**config.mk**
```make
export PLATFORM = sky130hd
export DESIGN_NAME = shift_right_seq_flat
export DESIGN_NICKNAME = d
export VERILOG_FILES = /design/src/rtl/shift_right_seq_if.sv /design/src/rtl/shift_right_seq.sv /design/src/flat_wrapper.sv
export SDC_FILE = /design/constraint.sdc
export NUM_CORES = 1
export LEC_CHECK = 0
export CORE_UTILIZATION = 40
export CTS_CLUSTER_DIAMETER = 100
export DETAILED_ROUTE_END_ITERATION = 12
export PLACE_DENSITY = 0.61
export SYNTH_ARGS = -nofsm -noshare
export SYNTH_HDL_FRONTEND = slang
export SYNTH_SLANG_ARGS = --single-unit
```
**constraint.sdc**
```tcl
create_clock -name clk -period 3.2 [get_ports clk]
set_input_delay 0.64 -clock clk [delete_from_list [all_inputs] [get_ports clk]]
set_output_delay 0.64 -clock clk [all_outputs]
set_load 0.05 [all_outputs]
```
**src/rtl/shift_right_seq_if.sv**
```systemverilog
// ============================================================================
// shift_right_seq_if : start/busy/done handshake bundle for shift_right_seq
// Revision: 1.0
// ============================================================================
`default_nettype none

interface shift_right_seq_if #(
  parameter int SIZE    = 32,
  parameter int SHAMT_W = 5
);
  logic               start;
  logic [SIZE-1:0]    a;
  logic [SHAMT_W-1:0] shamt;
  logic               arith;
  logic               busy;
  logic               done;
  logic [SIZE-1:0]    out;

  modport master (
    output start, a, shamt, arith,
    input  busy, done, out
  );

  modport slave (
    input  start, a, shamt, arith,
    output busy, done, out
  );
endinterface

`default_nettype wire

```
**src/rtl/shift_right_seq.sv**
```systemverilog
// ============================================================================
// shift_right_seq : multi-cycle logical/arithmetic right shifter, STEP bits/clk
// Revision: 1.0
// ============================================================================
`default_nettype none

module shift_right_seq #(
  parameter int SIZE    = 32,
  parameter int SHAMT_W = 5,
  parameter int STEP    = 4
) (
  input  wire               clk,
  input  wire               rst_n,
  shift_right_seq_if.slave  bus
);

  localparam logic [1:0] c_IDLE  = 2'd0;
  localparam logic [1:0] c_SHIFT = 2'd1;
  localparam logic [1:0] c_DONE  = 2'd2;

  // One bit wider than cnt so STEP == 2^SHAMT_W stays representable.
  localparam logic [SHAMT_W:0] c_STEP = (SHAMT_W + 1)'(STEP);

  logic [1:0]         state_q, state_d;
  logic [SIZE-1:0]    wr_q;
  logic [SHAMT_W-1:0] cnt_q;
  logic               fill_q;
  logic [SIZE-1:0]    out_q;
  logic               busy_d, done_d;

  logic [SHAMT_W-1:0] w_k;
  logic [SHAMT_W-1:0] w_cnt_next;
  logic [SIZE-1:0]    w_fill_mask;
  logic [SIZE-1:0]    w_wr_shifted;

  // k never exceeds cnt, so the final partial step lands exactly on zero.
  assign w_k          = ({1'b0, cnt_q} < c_STEP) ? cnt_q : c_STEP[SHAMT_W-1:0];
  assign w_cnt_next   = cnt_q - w_k;
  assign w_fill_mask  = ~({SIZE{1'b1}} >> w_k);
  assign w_wr_shifted = (wr_q >> w_k) | (fill_q ? w_fill_mask : {SIZE{1'b0}});

  always_ff @(posedge clk) begin
    if (!rst_n) begin
      state_q <= c_IDLE;
    end else begin
      state_q <= state_d;
    end
  end

  always_comb begin
    state_d = state_q;
    case (state_q)
      c_IDLE:  if (bus.start) state_d = (bus.shamt == '0) ? c_DONE : c_SHIFT;
      c_SHIFT: if (w_cnt_next == '0) state_d = c_DONE;
      c_DONE:  state_d = c_IDLE;
      default: state_d = c_IDLE;
    endcase
  end

  always_comb begin
    busy_d = (state_q == c_SHIFT) || (state_q == c_DONE);
    done_d = (state_q == c_DONE);
  end

  always_ff @(posedge clk) begin
    if (!rst_n) begin
      wr_q   <= '0;
      cnt_q  <= '0;
      fill_q <= 1'b0;
      out_q  <= '0;
    end else begin
      case (state_q)
        c_IDLE: begin
          if (bus.start) begin
            wr_q   <= bus.a;
            cnt_q  <= bus.shamt;
            fill_q <= bus.arith & bus.a[SIZE-1];
            if (bus.shamt == '0) out_q <= bus.a;
          end
        end
        c_SHIFT: begin
          wr_q  <= w_wr_shifted;
          cnt_q <= w_cnt_next;
          if (w_cnt_next == '0) out_q <= w_wr_shifted;
        end
        default: ;
      endcase
    end
  end

  assign bus.busy = busy_d;
  assign bus.done = done_d;
  assign bus.out  = out_q;

endmodule

`default_nettype wire

```
**src/flat_wrapper.sv**
```systemverilog
// flat-port wrapper written by rule: the top's interface ports become plain ports
module shift_right_seq_flat 
#(
  parameter int SIZE    = 32,
  parameter int SHAMT_W = 5,
  parameter int STEP    = 4
)
  (clk, rst_n, bus_start, bus_a, bus_shamt, bus_arith, bus_busy, bus_done, bus_out);
  shift_right_seq_if #(.SIZE(SIZE), .SHAMT_W(SHAMT_W)) bus_i ();
  input  wire clk;
  input  wire rst_n;
  input wire logic [$bits(bus_i.start)-1:0] bus_start;
  input wire logic [$bits(bus_i.a)-1:0] bus_a;
  input wire logic [$bits(bus_i.shamt)-1:0] bus_shamt;
  input wire logic [$bits(bus_i.arith)-1:0] bus_arith;
  output wire logic [$bits(bus_i.busy)-1:0] bus_busy;
  output wire logic [$bits(bus_i.done)-1:0] bus_done;
  output wire logic [$bits(bus_i.out)-1:0] bus_out;
  assign bus_i.start = bus_start;
  assign bus_i.a = bus_a;
  assign bus_i.shamt = bus_shamt;
  assign bus_i.arith = bus_arith;
  assign bus_busy = bus_i.busy;
  assign bus_done = bus_i.done;
  assign bus_out = bus_i.out;
  shift_right_seq #(.SIZE(SIZE), .SHAMT_W(SHAMT_W), .STEP(STEP)) u_core (.clk(clk), .rst_n(rst_n), .bus(bus_i));
endmodule
```
==> impl_metrics.csv <==
group,metric,value,unit
worst_setup_path,critPathTopFamily,"compound AO/OA/AOI/OAI gates",
cells_and_area,drive_gt1_share,10.58,%
worst_setup_path,endpoint,"u_core.bus.out[27]",
floorplan,rows,38,
run_status,status,"completed",
cells_and_area,area_growth,23.83,%
cts,cts.sinks,72,
global_routing,antenna_found_initial,0,
cts,clkLatencyLatePin,0.33,ns
global_routing,overflow,0,
logic_synthesis,yosys_warnings,0,
cells_and_area,finalNonFillerCells,811,
power,pwr_density_cell,643.5,nW/um2
placed_design,dpl.hpwl,8664,um
logic_synthesis,synth_edf_count,0,
worst_setup_path,r2r_end,"u_core.bus.out[27]",
floorplan,die_h,109.5,um
logic_synthesis,ys_seq_area_share,31.16,%
worst_setup_path,crit_fanout,18,
worst_setup_path,worstPathRequired,3.41,ns
worst_setup_path,endpoint_kind,"flop",
cells_and_area,final_common_cell,"nor2_1",
routing,drtIter0Drc,229,
timing,fin_crit_sh,85.44,%
worst_setup_path,r2r_cells,9,
timing,finalSetupViolations,0,
timing,layout_setup_ws,0.4658,ns
global_routing,grt_pass1_wl,21290,um
logic_synthesis,synthArstFlopShare,0,%
cts,clk_pin_slew,0.06,ns
global_routing,grt_pass1_vias,4259,
cells_and_area,mostFrequentLayoutCells,"86 x nor2_1, 75 x nand2_1, 73 x clkdlybuf4s50_1",
placed_design,dp_cells,795,
routing,ant_nets,0,
timing,rsz0062_at_grt,"no",
timing,drv_slew,0,
power,p_leak,2.019,nW
cts,cts_resized,0,
worst_setup_path,critical_path_depth,9,
routing,vias_per_cell,5.600,
logic_synthesis,ys_types,50,
floorplan,io_pins,75,
cells_and_area,antenna-diode-count,0,
floorplan,dieArea,12000,um2
cts,htree_levels,3,
run,cap_violations,0,
cts,ctsLongestPathBuffers,2,
cts,cts_root_buf,"clkbuf_16",
worst_setup_path,cp-start-kind,"flop",
worst_setup_path,crit_type,"flop to flop",
global_routing,grtUsageTotal,22.99,%
placed_design,dpl_worst_slack,0.5310,ns
placed_design,portBuffers,74,
cells_and_area,fin_nets,711,
power,total_power,3.686,mW
worst_setup_path,timing.rr.start,"u_core.cnt_q[2]",
timing,fin_skew,0.004097,ns
worst_setup_path,crit_slowest_cell,"dfxtp_1",
floorplan,initial_utilization,41.94,%
worst_setup_path,r2r_slack,0.47,ns
global_routing,grt_start_max_net_pins,68,
logic_synthesis,synth.avg_cell_area,7.473,um2
cells_and_area,fin_util,51.93,%
power,ir_drop,0.3361,mV
routing,routedWlPerCell,16.27,um
cts,cts_setup_buffers,0,
floorplan,fp.dieW,109.5,um
routing,wl,13200,um
routing,dr.pass1.iters,5,
logic_synthesis,netlist_instances,619,
worst_hold_path,worstHoldPathType,"flop to flop",
worst_setup_path,max_stage_delay,0.68,ns
placed_design,place.gp.congestion,0.8441,
timing,slew_headroom,33.19,%
worst_setup_path,path_cells,"or3_1 -> nand2_1 -> ha_1 -> o21ai_0 -> a21oi_1 -> o22ai_1 -> a21boi_4 -> buf_4 -> mux2i_1",
logic_synthesis,ys.flop_type,"dfxtp_1",
cts,hold_buffers,0,
routing,num_vias,4542,
floorplan,core_area,11030,um2
logic_synthesis,ys_seq_elements,72,
timing,setup_tns,0,ns
timing,fmax,365.7,MHz
timing,period_minus_slack,2.734,ns
worst_setup_path,critPathBufInv,1,
logic_synthesis,syn_nets,664,
cts,cts_made_buffers,9,
logic_synthesis,netlist_area,4626,um2
timing,hold_viol,0,
routing,drcViolationCount,0,
timing,tightest_slew,1.002,ns
worst_setup_path,critPathLaunch,"u_core.cnt_q[2]",
cts,tritoncts,"built",
worst_setup_path,cp.arrival,2.94,ns
[worst min-delay path by stage]
| stage | slack [ns] | cells after the start | start | end |
|---|---|---|---|---|
| floorplan | 0.44 | 2 | u_core.wr_q[3] | u_core.wr_q[3] |
| global placement | 0.44 | 2 | u_core.bus.out[3] | u_core.bus.out[3] |
| detailed placement | 0.45 | 2 | u_core.bus.out[4] | u_core.bus.out[4] |
| CTS | 0.46 | 2 | u_core.bus.out[4] | u_core.bus.out[4] |
| global route | 0.47 | 2 | u_core.bus.out[7] | u_core.bus.out[7] |
| finish | 0.45 | 2 | u_core.bus.out[4] | u_core.bus.out[4] |
[cell type report]
class                           count  area [um2]
Timing Repair Buffer               93       890.9
Clock buffer                       13       260.3
Tap cell                          140       175.2
Inverter                            9       33.78
Sequential cell                    72        1441
Fill cell                        1094        5303
Clock inverter                      3       40.04
Multi-Input combinational cell    481        2887
[worst reg2reg max path: cells and delay by family, from the launching register on]
kind	cells	cell delay (ns)
AOI/OAI and AO/OA	4	0.98
adders and majority gates	1	0.25
buffers and inverters	1	0.25
DFF	1	0.68
muxes	1	0.18
and+or+nand+nor	2	0.27
[cells in the mapped netlist, types with 3 or more instances]
cell / count / area share, %
nor2_1: 86 / 7.0
nand2_1: 75 / 6.1
dfxtp_1: 72 / 31
o21ai_0: 63 / 6.8
a21oi_1: 60 / 6.5
mux2i_1: 42 / 9.1
nor3_1: 38 / 4.1
clkbuf_1: 33 / 2.7
a211oi_1: 27 / 4.4
mux2_2: 24 / 5.8
buf_2: 12 / 1.3
inv_1: 9 / 0.73
o31ai_1: 7 / 1.1
o21ai_1: 6 / 0.65
buf_1: 5 / 0.41
buf_6: 5 / 1.2
ha_1: 4 / 1.1
nor4_1: 3 / 0.41
[cell families after synthesis]
logic type      synth area share (%)
compound gates                 23.94
other cells                  0.08107
fa+ha+maj                      1.082
xor+xnor                      0.3788
simple gates                   21.13
flops                          31.16
buf+inv                        6.654
mux                            15.58
[stage by stage]
step	instance area, um2	hold WS, ns
after CTS	5728	0.4570
after floorplan	4626	0.4439
final	5728	0.4540
after global placement	5428	0.4425
after detailed placement	5428	0.4468
after global routing	5728	0.4667
[layer usage]
metal | vias to the layer above | track usage, % | routed length (um)
met5 | - | 0 | 0
met4 | 0 | 9.619 | 184
li1 | 2290 | - | -
met3 | 12 | 4.386 | 694
met2 | 144 | 36.21 | 5935
met1 | 2096 | 30.67 | 6381
[where the power goes]
group	switching [mW]	total (mW)	internal (mW)
registers	0.167	1.19	1.02
logic	0.900	1.47	0.570
clock network	0.380	1.02	0.644
total	1.45	3.69	2.24
[registers in the layout, indices dropped and copies added (netlist names)]
signal,count
u_core.bus.out,32
u_core.cnt_q,5
u_core.state_q,2
u_core.wr_q,32
u_core.fill_q,1
No activity file was read; power rests on OpenSTA's default activity.
